**config.mk**
```make
export PLATFORM = sky130hd
export DESIGN_NAME = mac_pe
export DESIGN_NICKNAME = d
export VERILOG_FILES = /design/src/rtl/pe_pkg.sv /design/src/rtl/sat_add.sv /design/src/rtl/mac_pe.sv
export SDC_FILE = /design/constraint.sdc
export NUM_CORES = 1
export LEC_CHECK = 0
export CORE_MARGIN = 4
export CORE_UTILIZATION = 40
export CTS_BUF_LIST = sky130_fd_sc_hd__clkbuf_4
export DETAILED_ROUTE_END_ITERATION = 12
export PLACE_DENSITY_LB_ADDON = 0.08
export RECOVER_POWER = 100
export SLEW_MARGIN = 20
export SYNTH_ARGS = -nofsm -noshare
export SYNTH_HDL_FRONTEND = slang
export SYNTH_SLANG_ARGS = --single-unit
```
**constraint.sdc**
```tcl
create_clock -name clk -period 3.2 [get_ports clk]
set_clock_uncertainty 0.05 [all_clocks]
set_input_delay 0.48 -clock clk [delete_from_list [all_inputs] [get_ports clk]]
set_output_delay 0.48 -clock clk [all_outputs]
set_load 0.05 [all_outputs]
```
**src/rtl/pe_pkg.sv**
```systemverilog
// Shared definitions for the MAC processing element: FSM encoding,
// mode constants and the default accumulator width derivation.
package pe_pkg;

  typedef enum logic [1:0] {
    ST_IDLE = 2'd0,
    ST_ACC  = 2'd1,
    ST_HOLD = 2'd2
  } pe_state_e;

  localparam logic MODE_PASS  = 1'b0;
  localparam logic MODE_ACCUM = 1'b1;

  // Four guard bits above the full product width by default.
  function automatic int acc_width_default(input int data_width);
    return 2 * data_width + 4;
  endfunction

endpackage

```
**src/rtl/sat_add.sv**
```systemverilog
// Signed saturating adder: clamps to the W-bit signed range and flags it.
module sat_add #(
  parameter int W = 12
) (
  input  logic signed [W-1:0] a,
  input  logic signed [W-1:0] b,
  output logic signed [W-1:0] sum,
  output logic                clamp
);

  localparam logic [W-1:0] MAX_VAL = {1'b0, {(W-1){1'b1}}};
  localparam logic [W-1:0] MIN_VAL = {1'b1, {(W-1){1'b0}}};

  logic [W:0] wide;

  assign wide = {a[W-1], a} + {b[W-1], b};

  // Overflow shows as disagreement between the guard bit and the sign bit.
  always_comb begin
    clamp = wide[W] ^ wide[W-1];
    if (!clamp) begin
      sum = wide[W-1:0];
    end else if (wide[W]) begin
      sum = MIN_VAL;
    end else begin
      sum = MAX_VAL;
    end
  end

endmodule

```
**src/rtl/mac_pe.sv**
```systemverilog
// Systolic MAC processing element: PASS mode adds the local product into a
// flowing partial sum; ACCUM mode keeps an output-stationary accumulator
// and drains its result onto the sum chain when the chain is free.
module mac_pe
  import pe_pkg::*;
#(
  parameter int DATA_WIDTH = 4,
  parameter int ACC_WIDTH  = acc_width_default(DATA_WIDTH)
) (
  input  logic                         clk,
  input  logic                         reset,
  input  logic                         mode,
  input  logic signed [DATA_WIDTH-1:0] in_left,
  input  logic signed [DATA_WIDTH-1:0] in_top,
  input  logic                         in_valid,
  input  logic                         in_last,
  input  logic signed [ACC_WIDTH-1:0]  in_sum,
  input  logic                         in_sum_valid,
  output logic signed [DATA_WIDTH-1:0] out_right,
  output logic signed [DATA_WIDTH-1:0] out_bot,
  output logic                         out_valid,
  output logic                         out_last,
  output logic signed [ACC_WIDTH-1:0]  out_sum,
  output logic                         out_sum_valid,
  output logic                         sat_flag,
  output logic                         overrun
);

  localparam int PW = 2 * DATA_WIDTH;

  pe_state_e state_q, state_d;

  logic signed [ACC_WIDTH-1:0]  acc_q, acc_d;
  logic signed [ACC_WIDTH-1:0]  out_sum_q, out_sum_d;
  logic                         out_sum_valid_q, out_sum_valid_d;
  logic signed [DATA_WIDTH-1:0] out_right_q, out_right_d;
  logic signed [DATA_WIDTH-1:0] out_bot_q, out_bot_d;
  logic                         out_valid_q, out_valid_d;
  logic                         out_last_q, out_last_d;
  logic                         sat_q, sat_d;
  logic                         overrun_q, overrun_d;

  logic signed [PW-1:0]        prod;
  logic signed [ACC_WIDTH-1:0] prod_ext;
  logic signed [ACC_WIDTH-1:0] in_sum_eff;
  logic signed [ACC_WIDTH-1:0] pass_sum, acc_sum;
  logic                        pass_clamp, acc_clamp;
  logic                        finish_pair;

  assign prod       = PW'(in_left) * PW'(in_top);
  assign prod_ext   = ACC_WIDTH'(prod);
  assign in_sum_eff = in_sum_valid ? in_sum : '0;
  assign finish_pair = in_valid && in_last;

  // Sum-chain path: upstream partial sum plus the local product.
  sat_add #(.W(ACC_WIDTH)) u_pass_add (
    .a     (in_sum_eff),
    .b     (prod_ext),
    .sum   (pass_sum),
    .clamp (pass_clamp)
  );

  // Accumulator path: running dot product plus the local product.
  sat_add #(.W(ACC_WIDTH)) u_acc_add (
    .a     (acc_q),
    .b     (prod_ext),
    .sum   (acc_sum),
    .clamp (acc_clamp)
  );

  // State and datapath registers; reset drops everything including a held result.
  always_ff @(posedge clk or posedge reset) begin
    if (reset) begin
      state_q         <= ST_IDLE;
      acc_q           <= '0;
      out_sum_q       <= '0;
      out_sum_valid_q <= 1'b0;
      out_right_q     <= '0;
      out_bot_q       <= '0;
      out_valid_q     <= 1'b0;
      out_last_q      <= 1'b0;
      sat_q           <= 1'b0;
      overrun_q       <= 1'b0;
    end else begin
      state_q         <= state_d;
      acc_q           <= acc_d;
      out_sum_q       <= out_sum_d;
      out_sum_valid_q <= out_sum_valid_d;
      out_right_q     <= out_right_d;
      out_bot_q       <= out_bot_d;
      out_valid_q     <= out_valid_d;
      out_last_q      <= out_last_d;
      sat_q           <= sat_d;
      overrun_q       <= overrun_d;
    end
  end

  // Next state: mode only matters in IDLE; a final pair skips HOLD when the chain is free.
  always_comb begin
    state_d = state_q;
    case (state_q)
      ST_IDLE: begin
        if (mode == MODE_ACCUM && in_valid) begin
          if (in_last) state_d = in_sum_valid ? ST_HOLD : ST_IDLE;
          else         state_d = ST_ACC;
        end
      end
      ST_ACC: begin
        if (finish_pair) state_d = in_sum_valid ? ST_HOLD : ST_IDLE;
      end
      ST_HOLD: begin
        if (!in_sum_valid) state_d = ST_IDLE;
      end
      default: state_d = ST_IDLE;
    endcase
  end

  // Datapath next values: operand forwarding, accumulation, emission and flags.
  always_comb begin
    out_right_d     = in_valid ? in_left : out_right_q;
    out_bot_d       = in_valid ? in_top  : out_bot_q;
    out_last_d      = in_valid ? in_last : out_last_q;
    out_valid_d     = in_valid;
    acc_d           = acc_q;
    out_sum_d       = in_sum;
    out_sum_valid_d = in_sum_valid;
    sat_d           = sat_q;
    overrun_d       = overrun_q;
    case (state_q)
      ST_IDLE: begin
        if (mode == MODE_PASS) begin
          if (in_valid) begin
            out_sum_d       = pass_sum;
            out_sum_valid_d = 1'b1;
            sat_d           = sat_q | pass_clamp;
          end
        end else if (in_valid) begin
          acc_d = prod_ext;
          sat_d = 1'b0;
          if (in_last && !in_sum_valid) begin
            out_sum_d       = prod_ext;
            out_sum_valid_d = 1'b1;
          end
        end
      end
      ST_ACC: begin
        if (in_valid) begin
          acc_d = acc_sum;
          sat_d = sat_q | acc_clamp;
          if (in_last && !in_sum_valid) begin
            out_sum_d       = acc_sum;
            out_sum_valid_d = 1'b1;
          end
        end
      end
      ST_HOLD: begin
        if (in_valid) overrun_d = 1'b1;
        if (!in_sum_valid) begin
          out_sum_d       = acc_q;
          out_sum_valid_d = 1'b1;
        end
      end
      default: ;
    endcase
  end

  assign out_sum       = out_sum_q;
  assign out_sum_valid = out_sum_valid_q;
  assign out_right     = out_right_q;
  assign out_bot       = out_bot_q;
  assign out_valid     = out_valid_q;
  assign out_last      = out_last_q;
  assign sat_flag      = sat_q;
  assign overrun       = overrun_q;

endmodule

```
==> results of run 1 <==
-- layout by cell type (no fill, tap or decap), types with 8 or more instances in the layout --
cell               n
buf_4            116
nor2_1            42
ha_1              27
o21ai_0           30
and2_1            22
nand2b_1          10
ha_4               9
inv_1             16
a21oi_1           21
dlygate4sd3_1     27
fa_1              10
nor2b_1           10
xnor2_1           12
buf_6             12
o21ai_1           13
nand2_1           42
a21oi_2            8
mux2_2            10
o21ai_2            9
dfrtp_1           39
clkdlybuf4s50_1   16
a21o_1            20
-- worst max-delay path, stage by stage --
cell	delay [ns]
buf_6	0.10
nand2b_4	0.13
fa_1	0.47
fa_1	0.51
inv_2	0.04
fa_1	0.46
ha_2	0.21
fa_2	0.34
a21o_1	0.19
a21oi_4	0.14
buf_12	0.14
xnor2_4	0.18
ha_4	0.26
a21o_1	0.17
a21o_1	0.17
a31o_1	0.18
a21o_1	0.21
xnor2_4	0.16
buf_12	0.15
buf_6	0.11
maj3_2	0.31
a21oi_2	0.11
nor2_1	0.06
a21oi_2	0.14
-- path summary, 6_finish.rpt --
check                            from  depth (start not counted)            to
hold / removal              in_top[1]                          2    out_bot[1]
min in group asynchronous       reset                          2     out_valid
hold reg to reg               overrun                          1       overrun
setup / recovery           in_left[0]                         24    out_sum[1]
setup reg to reg             acc_q[0]                         14      acc_q[7]
max in group asynchronous       reset                          3  out_right[3]
-- registers in the layout, summed over array words and instances (netlist names) --
| register | count |
|---|---|
| out_last | 1 |
| overrun | 1 |
| state_q | 2 |
| sat_flag | 1 |
| out_valid | 1 |
| acc_q | 12 |
| out_sum | 12 |
| out_right | 4 |
| out_bot | 4 |
| out_sum_valid | 1 |
-- kinds of logic after synthesis --
group | Yosys count | synth area share (%)
adder cells (fa/ha/maj) | 54 | 17.75
buffers and inverters | 41 | 3.670
AND/OR/NAND/NOR | 160 | 18.17
flip-flops | 39 | 23.27
multiplexers | 11 | 2.924
XOR/XNOR | 26 | 6.056
AO/OA/AOI/OAI | 176 | 28.16
-- Yosys cell counts, types with 3 or more instances --
library cell and count:
xnor2_1 16, mux2_2 10, nor2_1 47, dfrtp_1 39, maj3_1 5, fa_1 11
nor3_1 5, o22ai_1 7, nand2b_1 11, o21a_1 3, nand3b_1 3, a211oi_1 11
a31oi_1 3, o211ai_1 3, a21oi_1 32, and2_1 23, o31ai_1 11, nor2b_1 11
clkbuf_1 20, ha_1 37, o21ai_1 7, inv_1 17, o31a_1 3, a21o_1 20
xor2_1 8, a2111oi_0 4, nand2_1 45, nand3_1 9, o21ai_0 43
-- metrics by stage --
| step | std cells | util, % | hold slack, ns | power, mW |
|---|---|---|---|---|
| after floorplan | 507 | - | 0.4202 | 3.811 |
| after global placement | 784 | 55.86 | 0.3919 | 5.494 |
| after detailed placement | 784 | 55.86 | 0.4083 | 5.547 |
| after CTS | 805 | 59.82 | 0.3586 | 6.652 |
| after global routing | 811 | 62.28 | 0.3697 | 7.982 |
| final | 811 | 62.28 | 0.3694 | 7.490 |
-- repair_timing --
action / 4_1_cts / 5_1_grt
setup endpoints to repair: 25 / 25
pin swaps: 45 / 30
gates resized for setup: 89 / 35
setup buffers: 13 / 7
-- metal layers --
metal,GRT usage [%],part of all wire (%)
met1,33.55,45
met2,36.96,46
met3,2.737,5.3
met4,8.619,3.4
met5,0,0
-- power groups by stage --
stage                     combinational (mW)  sequential (mW)  clock (mW)
final                                   6.42            0.775       0.291
after global routing                    6.87            0.793       0.314
after CTS                               5.58            0.780       0.297
after detailed placement                4.76            0.786           0
after global placement                  4.71            0.784           0
after floorplan                         2.79             1.02           0
-- layout make-up --
class                           instances  area, um2  area share (%)
Sequential cell                        39      975.9           15.25
Timing Repair Buffer                  182       1538           24.02
Clock buffer                            6      45.04          0.7037
Multi-Input combinational cell        427       3588           56.06
Clock inverter                          2      12.51          0.1955
Tap cell                              136      170.2           2.658
Inverter                               19      71.32           1.114
==> key figures, run 1 <==
Outcome
  – Status: finished with violations
  – Failing checks: setup timing

Synth
  – Gate Count Post-Synth: 507
  – EDFF count, synth: 0
  – Seq cells post-synth: 39
  – Netlist cell types: 62
  – Synth top area cells: dfrtp_1 23%, ha_1 11%, fa_1 5.3%, o21ai_0 5.1%, nor2_1 4.2%
  – Top-area cell type share of the netlist area: 23.27%
  – Post-synth ARST share: 100.0%
  – Synthesized cell area: 0.004194 mm2
  – Mapped Nets: 581
  – Synth warnings: 0
  – Post-synth top area cell: dfrtp_1
  – Sequential-to-total area share from yosys stat: 23.27%
  – Average size of a mapped cell: 8.272 um2
  – Top FF cell, synth: dfrtp_1

STA
  – Actual slew at the worst max-slew pin: 1.185 ns
  – TNS Setup: -46.73 ns
  – Fin. max-slew vios: 0
  – Relative slew slack: 20.91%
  – RSZ-0062 raised after global routing: true
  – Final setup fails: 25
  – Fmax: 193.4 MHz
  – Min Tclk post-route: 5.172 ns
  – Final worst slack: -1.972 ns
  – Final period utilization: 161.6%
  – Final Hold Fails: 0

Power
  – Clock Power Share: 3.9%
  – Static leakage: 2.873 nW
  – Peak supply drop: 714.0 uV
  – Flop pwr share: 10.4%
  – Power Dens Cells: 1170 mW/mm2
  – NetSw: 3.556 mW
  – Internal power component: 3.934 mW
  – Sw Ratio: 47.48%
  – Logic pwr share: 85.8%

Drt
  – Drt drc: 0
  – DR iter-0 viols: 261
  – Antenna viol nets, final: 0
  – Pre-antenna DRT Iters: 5
  – Wire per inst: 17.41 um
  – Drt total wl: 14.12 mm
  – Via density: 5.522
  – DR vias: 4478

Die
  – Core Region: 0.01028 mm2
  – DIE AREA: 0.01219 mm2
  – Starting density of the core: 40.81%
  – Die height: 110.4 um
  – I/O pins: 51
  – # rows: 37
  – Die width: 110.4 um

Placed design
  – Placed Area: 0.005741 mm2
  – IO Port Bufs: 50
  – Placement Setup Slack: -2.963 ns
  – GPL Wtd Cong: 0.8677
  – DP Wirelength: 10.85 mm

Global route
  – Congestion Overflow GR: 0
  – Largest net degree at the start of global routing: 30
  – Vias in the first global route: 4472
  – First-pass GRT wire length: 22.42 mm
  – Initial antenna violation count: 0
  – GRT Total Usage: 23.64%

Setup path
  – Crit end category: register
  – Crit start category: input pin
  – CP Data Required Time: 3.45 ns
  – Setup slack, reg-to-reg: 0.35 ns
  – CP arrival: 5.42 ns
  – Kind of critical path: input pin to register
  – Crit-path max FO: 8

Clock network
  – Clk slew on worst S/H paths: 0.14 ns
  – CTS Root Cell: clkbuf_4
  – Sink Count: 39
  – Post-CTS Hold Buffers: 0
  – Clock Latency Late Sink: 0.37 ns
  – CTS Buffer Depth: 2
  – TritonCTS buffer count: 5
  – CTS tree: built
  – H-tree depth: 2

Flow run
  – Max Cap Viol: 0

Finish
  – Post-route cell area: 0.006401 mm2
  – Share of cells above drive strength 1: 35.85%
  – Area grow syn2layout: 52.63%
  – Nets: 748
  – Filler cells: 912
  – Antenna cells: 0

Hold path
  – HP Class: input pin to register
No activity file was read; power rests on OpenSTA's default activity.
==> run 2: changes to the inputs <==
--- a/config.mk
+++ b/config.mk
@@ -5,7 +5,7 @@
 export SDC_FILE = /design/constraint.sdc
 export NUM_CORES = 1
 export LEC_CHECK = 0
-export CORE_MARGIN = 4
+export CORE_MARGIN = 8
 export CORE_UTILIZATION = 40
 export CTS_BUF_LIST = sky130_fd_sc_hd__clkbuf_4
 export DETAILED_ROUTE_END_ITERATION = 12
==> key figures, run 2 (same netlist as run 1, synthesis figures left out) <==
Clock network
  – CTS Root Cell: clkbuf_4 (unchanged)
  – CTS Buffer Depth: 2 (unchanged)
  – Clk slew on worst S/H paths: 0.13 ns (was 0.14 ns)
  – H-tree depth: 2 (unchanged)
  – CTS tree: built (unchanged)
  – Sink Count: 39 (unchanged)
  – Clock Latency Late Sink: 0.38 ns (was 0.37 ns)
  – Post-CTS Hold Buffers: 0 (unchanged)
  – TritonCTS buffer count: 5 (unchanged)

Die
  – Die width: 118.4 um (was 110.4 um)
  – Starting density of the core: 40.99% (was 40.81%)
  – Core Region: 0.01023 mm2 (was 0.01028 mm2)
  – Die height: 118.4 um (was 110.4 um)
  – I/O pins: 51 (unchanged)
  – DIE AREA: 0.01402 mm2 (was 0.01219 mm2)
  – # rows: 37 (unchanged)

Power
  – Internal power component: 4.126 mW (was 3.934 mW)
  – Flop pwr share: 10.0% (was 10.4%)
  – Power Dens Cells: 1212 mW/mm2 (was 1170 mW/mm2)
  – Peak supply drop: 752.2 uV (was 714.0 uV)
  – NetSw: 3.745 mW (was 3.556 mW)
  – Static leakage: 2.880 nW (was 2.873 nW)
  – Logic pwr share: 84.4% (was 85.8%)
  – Clock Power Share: 5.5% (was 3.9%)
  – Sw Ratio: 47.58% (was 47.48%)

Global route
  – GRT Total Usage: 20.55% (was 23.64%)
  – First-pass GRT wire length: 23.69 mm (was 22.42 mm)
  – Congestion Overflow GR: 0 (unchanged)
  – Initial antenna violation count: 0 (unchanged)
  – Vias in the first global route: 4750 (was 4472)
  – Largest net degree at the start of global routing: 40 (was 30)

Outcome
  – Failing checks: setup timing (unchanged)
  – Status: finished with violations (unchanged)

Hold path
  – Worst Min Path Start: in_left[0] (was in_top[1])
  – HP Class: input pin to register (unchanged)

STA
  – RSZ-0062 raised after global routing: true (unchanged)
  – Fin. max-slew vios: 0 (unchanged)
  – Fmax: 190.8 MHz (was 193.4 MHz)
  – Min Tclk post-route: 5.242 ns (was 5.172 ns)
  – Final period utilization: 163.8% (was 161.6%)
  – Final worst slack: -2.042 ns (was -1.972 ns)
  – Actual slew at the worst max-slew pin: 1.093 ns (was 1.185 ns)
  – Final Hold Fails: 0 (unchanged)
  – TNS Setup: -47.98 ns (was -46.73 ns)
  – Relative slew slack: 27.14% (was 20.91%)
  – Final setup fails: 25 (unchanged)

Drt
  – Pre-antenna DRT Iters: 5 (unchanged)
  – DR iter-0 viols: 246 (was 261)
  – DR vias: 4443 (was 4478)
  – Antenna viol nets, final: 0 (unchanged)
  – Met2 Wirelength: 6.855 mm (was 6.526 mm)
  – Wire length on met3: 837 um (was 755 um)
  – Wire per inst: 18.01 um (was 17.41 um)
  – Via density: 5.526 (was 5.522)
  – Drt drc: 0 (unchanged)
  – DR top layer: met4 (unchanged)
  – Drt total wl: 14.48 mm (was 14.12 mm)
  – Wire length on met1: 6.341 mm (was 6.363 mm)

Finish
  – Nets: 741 (was 748)
  – Commonest non-fill, non-tap cells in the layout: 105 x buf_4, 44 x nor2_1, 41 x nand2_1 (was 116 x buf_4, 42 x nor2_1, 42 x nand2_1)
  – Post-route cell area: 0.006494 mm2 (was 0.006401 mm2)
  – Area grow syn2layout: 54.83% (was 52.63%)
  – Share of cells above drive strength 1: 35.48% (was 35.85%)
  – Leading cell type in the layout, fill and taps excluded: buf_4 (unchanged)
  – Antenna cells: 0 (unchanged)

Setup path
  – Crit start category: input pin (unchanged)
  – CP Data Required Time: 3.42 ns (was 3.45 ns)
  – Worst flop-to-flop path startpoint: acc_q[6] (was acc_q[0])
  – CP Launch Point: in_left[0] (unchanged)
  – Crit end category: register (unchanged)
  – Kind of critical path: input pin to register (unchanged)
  – Crit-path max FO: 5 (was 8)
  – CP arrival: 5.46 ns (was 5.42 ns)

Flow run
  – Max Cap Viol: 0 (unchanged)

Placed design
  – DP Wirelength: 10.91 mm (was 10.85 mm)
  – Placed Area: 0.005678 mm2 (was 0.005741 mm2)
  – IO Port Bufs: 50 (unchanged)
  – Placement Setup Slack: -3.023 ns (was -2.963 ns)
  – GPL Wtd Cong: 0.9216 (was 0.8677)
[run 2: path summary, 6_finish.rpt]
check / endpoint / slack, ns / cells past startpoint
max in group asynchronous: acc_q[10] / 1.60 / 3
worst max register to register: out_sum[3] / 0.27 / 12
worst max-delay path: out_sum[3] / -2.04 / 24
min in group asynchronous: out_sum[2] / 0.83 / 3
worst min register to register: overrun / 0.41 / 1
worst min-delay path: out_right[0] / 0.38 / 3
[run 2: layout make-up]
class / count / area [um2]
multi-input cells: 428 / 3662
well taps: 136 / 170.2
fillers: 846 / 3737
inverters: 19 / 71.32
repair buffers: 174 / 1509
clock inverters: 3 / 67.56
flip-flops and latches: 39 / 975.9
clock buffers: 5 / 37.54
[run 2: through the flow]
stage | utilization (%) | power, mW | instances | hold WS [ns]
floorplan | - | 3.811 | 507 | 0.4202
global placement | 55.50 | 5.476 | 774 | 0.3946
detailed placement | 55.50 | 5.535 | 774 | 0.3959
CTS | 62.30 | 7.414 | 801 | 0.3755
global route | 63.47 | 8.379 | 804 | 0.3797
finish | 63.47 | 7.871 | 804 | 0.3831
[run 2: metal layers]
layer	vias up	global-route usage [%]
li1	2145	-
met1	2120	25.20
met2	148	34.56
met3	30	4.474
met4	0	7.984
met5	-	0
[run 2: power by group through the flow]
stage               clock [mW]  sequential (mW)  combinational [mW]
finish                   0.436            0.788                6.65
global route             0.464            0.805                7.11
CTS                      0.445            0.791                6.18
detailed placement           0            0.793                4.74
global placement             0            0.797                4.68
floorplan                    0             1.02                2.79
[run 2: what timing repair did]
action,in CTS,in global routing
pin swaps,59,29
gates resized for setup,107,26
endpoints found under the setup margin,25,25
setup buffers,18,3
gates cloned,1,0
[run 2: critical path, stage by stage]
cell	delay [ns]
buf_6	0.09
nand2b_4	0.13
fa_1	0.49
fa_1	0.50
inv_2	0.04
fa_1	0.47
ha_2	0.22
fa_2	0.35
a21o_1	0.19
a21oi_4	0.19
buf_6	0.14
xnor2_4	0.16
ha_4	0.25
a21o_1	0.16
a21o_1	0.15
a31o_1	0.19
a21o_4	0.24
xnor2_4	0.23
buf_6	0.14
nor2_4	0.06
buf_6	0.12
nor2_4	0.10
o21ai_2	0.08
o31a_1	0.28
==> run 3: changes to the inputs <==
--- a/config.mk
+++ b/config.mk
@@ -6,9 +6,10 @@
 export NUM_CORES = 1
 export LEC_CHECK = 0
 export CORE_MARGIN = 8
-export CORE_UTILIZATION = 40
+export CORE_UTILIZATION = 55
 export CTS_BUF_LIST = sky130_fd_sc_hd__clkbuf_4
 export DETAILED_ROUTE_END_ITERATION = 12
+export HOLD_SLACK_MARGIN = 0.15
 export PLACE_DENSITY_LB_ADDON = 0.08
 export RECOVER_POWER = 100
 export SLEW_MARGIN = 20
==> key figures, run 3 (same netlist as run 1, synthesis figures left out) <==
STA
  – Relative slew slack: 47.43% (was 27.14%)
  – Final Hold Fails: 0 (unchanged)
  – RSZ-0062 raised after global routing: true (unchanged)
  – Final setup fails: 25 (unchanged)
  – Min Tclk post-route: 5.607 ns (was 5.242 ns)
  – Final worst slack: -2.407 ns (was -2.042 ns)
  – Final period utilization: 175.2% (was 163.8%)
  – Fin. max-slew vios: 0 (unchanged)
  – Actual slew at the worst max-slew pin: 0.7885 ns (was 1.093 ns)
  – Fmax: 178.4 MHz (was 190.8 MHz)

Drt
  – Wire per inst: 21.92 um (was 18.01 um)
  – DR iter-0 viols: 641 (was 246)
  – Pre-antenna DRT Iters: 9 (was 5)
  – Via density: 6.487 (was 5.526)
  – Drt drc: 0 (unchanged)
  – Antenna viol nets, final: 0 (unchanged)
  – Drt total wl: 17.16 mm (was 14.48 mm)
  – DR vias: 5079 (was 4443)

Global route
  – GRT Total Usage: 30.21% (was 20.55%)
  – Initial antenna violation count: 0 (unchanged)
  – Congestion Overflow GR: 0 (unchanged)
  – First-pass GRT wire length: 24.85 mm (was 23.69 mm)
  – Vias in the first global route: 4967 (was 4750)
  – Largest net degree at the start of global routing: 30 (was 40)

Clock network
  – Post-CTS Hold Buffers: 0 (unchanged)
  – CTS tree: built (unchanged)
  – CTS Buffer Depth: 2 (unchanged)
  – CTS Root Cell: clkbuf_4 (unchanged)
  – TritonCTS buffer count: 5 (unchanged)
  – H-tree depth: 2 (unchanged)
  – Clock Latency Late Sink: 0.39 ns (was 0.38 ns)
  – Clk slew on worst S/H paths: 0.13 ns (about the same)
  – Sink Count: 39 (unchanged)

Setup path
  – Crit-path max FO: 6 (was 5)
  – Crit path capture: out_sum[1] (was out_sum[3])
  – Worst Reg-to-Reg Cells: 14 (was 12)
  – CP arrival: 5.85 ns (was 5.46 ns)
  – Setup slack, reg-to-reg: 0.15 ns (was 0.27 ns)
  – CP Data Required Time: 3.45 ns (was 3.42 ns)
  – Worst flop-to-flop path endpoint: out_sum[8] (was out_sum[3])
  – Crit start category: input pin (unchanged)
  – CP Launch Point: in_left[0] (unchanged)
  – Max incr delay on CP: 0.55 ns (was 0.50 ns)
  – Max stage delay cell, worst path: fa_1 (unchanged)
  – Kind of critical path: input pin to register (unchanged)
  – Crit end category: register (unchanged)
  – Critical path cell sequence: buf_6 > nand2b_4 > fa_1 > fa_1 > inv_2 > fa_1 > ha_2 > fa_2 > a21o_1 > a21oi_4 > xnor2_4 > buf_4 > ha_4 > nand3_4 > o21ai_4 > buf_6 > o31ai_4 > buf_6 > buf_4 > o211a_1 > o31ai_4 > o21ai_1 > a21oi_1 (was buf_6 > nand2b_4 > fa_1 > fa_1 > inv_2 > fa_1 > ha_2 > fa_2 > a21o_1 > a21oi_4 > buf_6 > xnor2_4 > ha_4 > a21o_1 > a21o_1 > a31o_1 > a21o_4 > xnor2_4 > buf_6 > nor2_4 > buf_6 > nor2_4 > o21ai_2 > o31a_1)
  – Worst flop-to-flop path startpoint: acc_q[0] (was acc_q[6])

Die
  – Starting density of the core: 55.42% (was 40.99%)
  – Core Region: 0.007567 mm2 (was 0.01023 mm2)
  – Die height: 103.3 um (was 118.4 um)
  – Die width: 103.3 um (was 118.4 um)
  – # rows: 32 (was 37)
  – I/O pins: 51 (unchanged)
  – DIE AREA: 0.01068 mm2 (was 0.01402 mm2)

Hold path
  – HP Class: input pin to register (unchanged)

Finish
  – Commonest non-fill, non-tap cells in the layout: 122 x buf_4, 44 x nor2_1, 42 x clkdlybuf4s50_1 (was 105 x buf_4, 44 x nor2_1, 41 x nand2_1)
  – Nets: 755 (was 741)
  – Area grow syn2layout: 55.40% (was 54.83%)
  – Antenna cells: 0 (unchanged)
  – Leading cell type in the layout, fill and taps excluded: buf_4 (unchanged)
  – Share of cells above drive strength 1: 37.30% (was 35.48%)
  – Layout Cells excl Fill: 783 (was 804)

Flow run
  – Max Cap Viol: 0 (unchanged)

Power
  – Power Dens Cells: 1243 mW/mm2 (was 1212 mW/mm2)
  – Peak supply drop: 845.7 uV (was 752.2 uV)
  – Static leakage: 2.919 nW (was 2.880 nW)

Outcome
  – Status: finished with violations (unchanged)
  – Failing checks: setup timing (unchanged)

Placed design
  – DP Wirelength: 11.16 mm (was 10.91 mm)
  – IO Port Bufs: 50 (unchanged)
  – GPL Wtd Cong: 0.9444 (was 0.9216)
  – Placed Instances: 746 (was 774)
  – Placement Setup Slack: -3.034 ns (was -3.023 ns)
[run 3: power breakdown]
group | internal, mW | switching, mW | leakage [nW]
logic | 3.26 | 3.71 | 2.41
registers | 0.646 | 0.126 | 0.464
clock network | 0.170 | 0.192 | 0.0417
[run 3: area by class of cell]
type / instances / area (um2)
multi-input cells: 428 / 3690
inverters: 19 / 71.32
clock buffers: 6 / 45.04
well taps: 102 / 127.6
flip-flops and latches: 39 / 975.9
repair buffers: 188 / 1578
clock inverters: 1 / 30.03
fillers: 366 / 1050
[run 3: layer usage]
metal,global-route usage (%),vias up,wire (um)
li1,-,2181,-
met1,35.30,2327,6158
met2,52.06,432,7974
met3,5.489,139,1777
met4,15.02,0,1251
met5,0,-,0
[run 3: worst min-delay path by stage]
stage | start | endpoint | slack, ns | depth (start not counted)
after floorplan | acc_q[11] | acc_q[11] | 0.42 | 2
after global placement | overrun | overrun | 0.40 | 1
after detailed placement | overrun | overrun | 0.40 | 1
after CTS | in_top[1] | out_bot[1] | 0.36 | 2
after global routing | in_left[2] | out_right[2] | 0.32 | 2
final | in_top[1] | out_bot[1] | 0.32 | 2
[run 3: critical path: cells and delay by family]
kind / cells / cell delay [ns]
adder cells (fa/ha/maj): 6 / 2.30
AO/OA/AOI/OAI: 8 / 1.88
buffers and inverters: 6 / 0.71
AND/OR/NAND/NOR: 2 / 0.29
XOR/XNOR: 1 / 0.19
[run 3: timing repair]
action | CTS | global route
resized for setup | 108 | 35
pin swaps | 58 | 39
endpoints found under the setup margin | 25 | 25
setup buffers | 20 | 9
gates cloned | 1 | 0
endpoints found under the hold margin | 0 | 0
[run 3: per-stage QoR]
| step | util (%) | cell area, um2 | power [mW] | hold slack (ns) | TNS (ns) |
|---|---|---|---|---|---|
| floorplan | - | 4308 | 3.811 | 0.4202 | -49.14 |
| global placement | 75.07 | 5680 | 5.358 | 0.4011 | -66.40 |
| detailed placement | 75.07 | 5680 | 5.495 | 0.4030 | -71.87 |
| CTS | 82.89 | 6272 | 7.022 | 0.3601 | -47.48 |
| global route | 86.13 | 6518 | 8.420 | 0.3184 | -54.94 |
| finish | 86.13 | 6518 | 8.101 | 0.3166 | -51.64 |
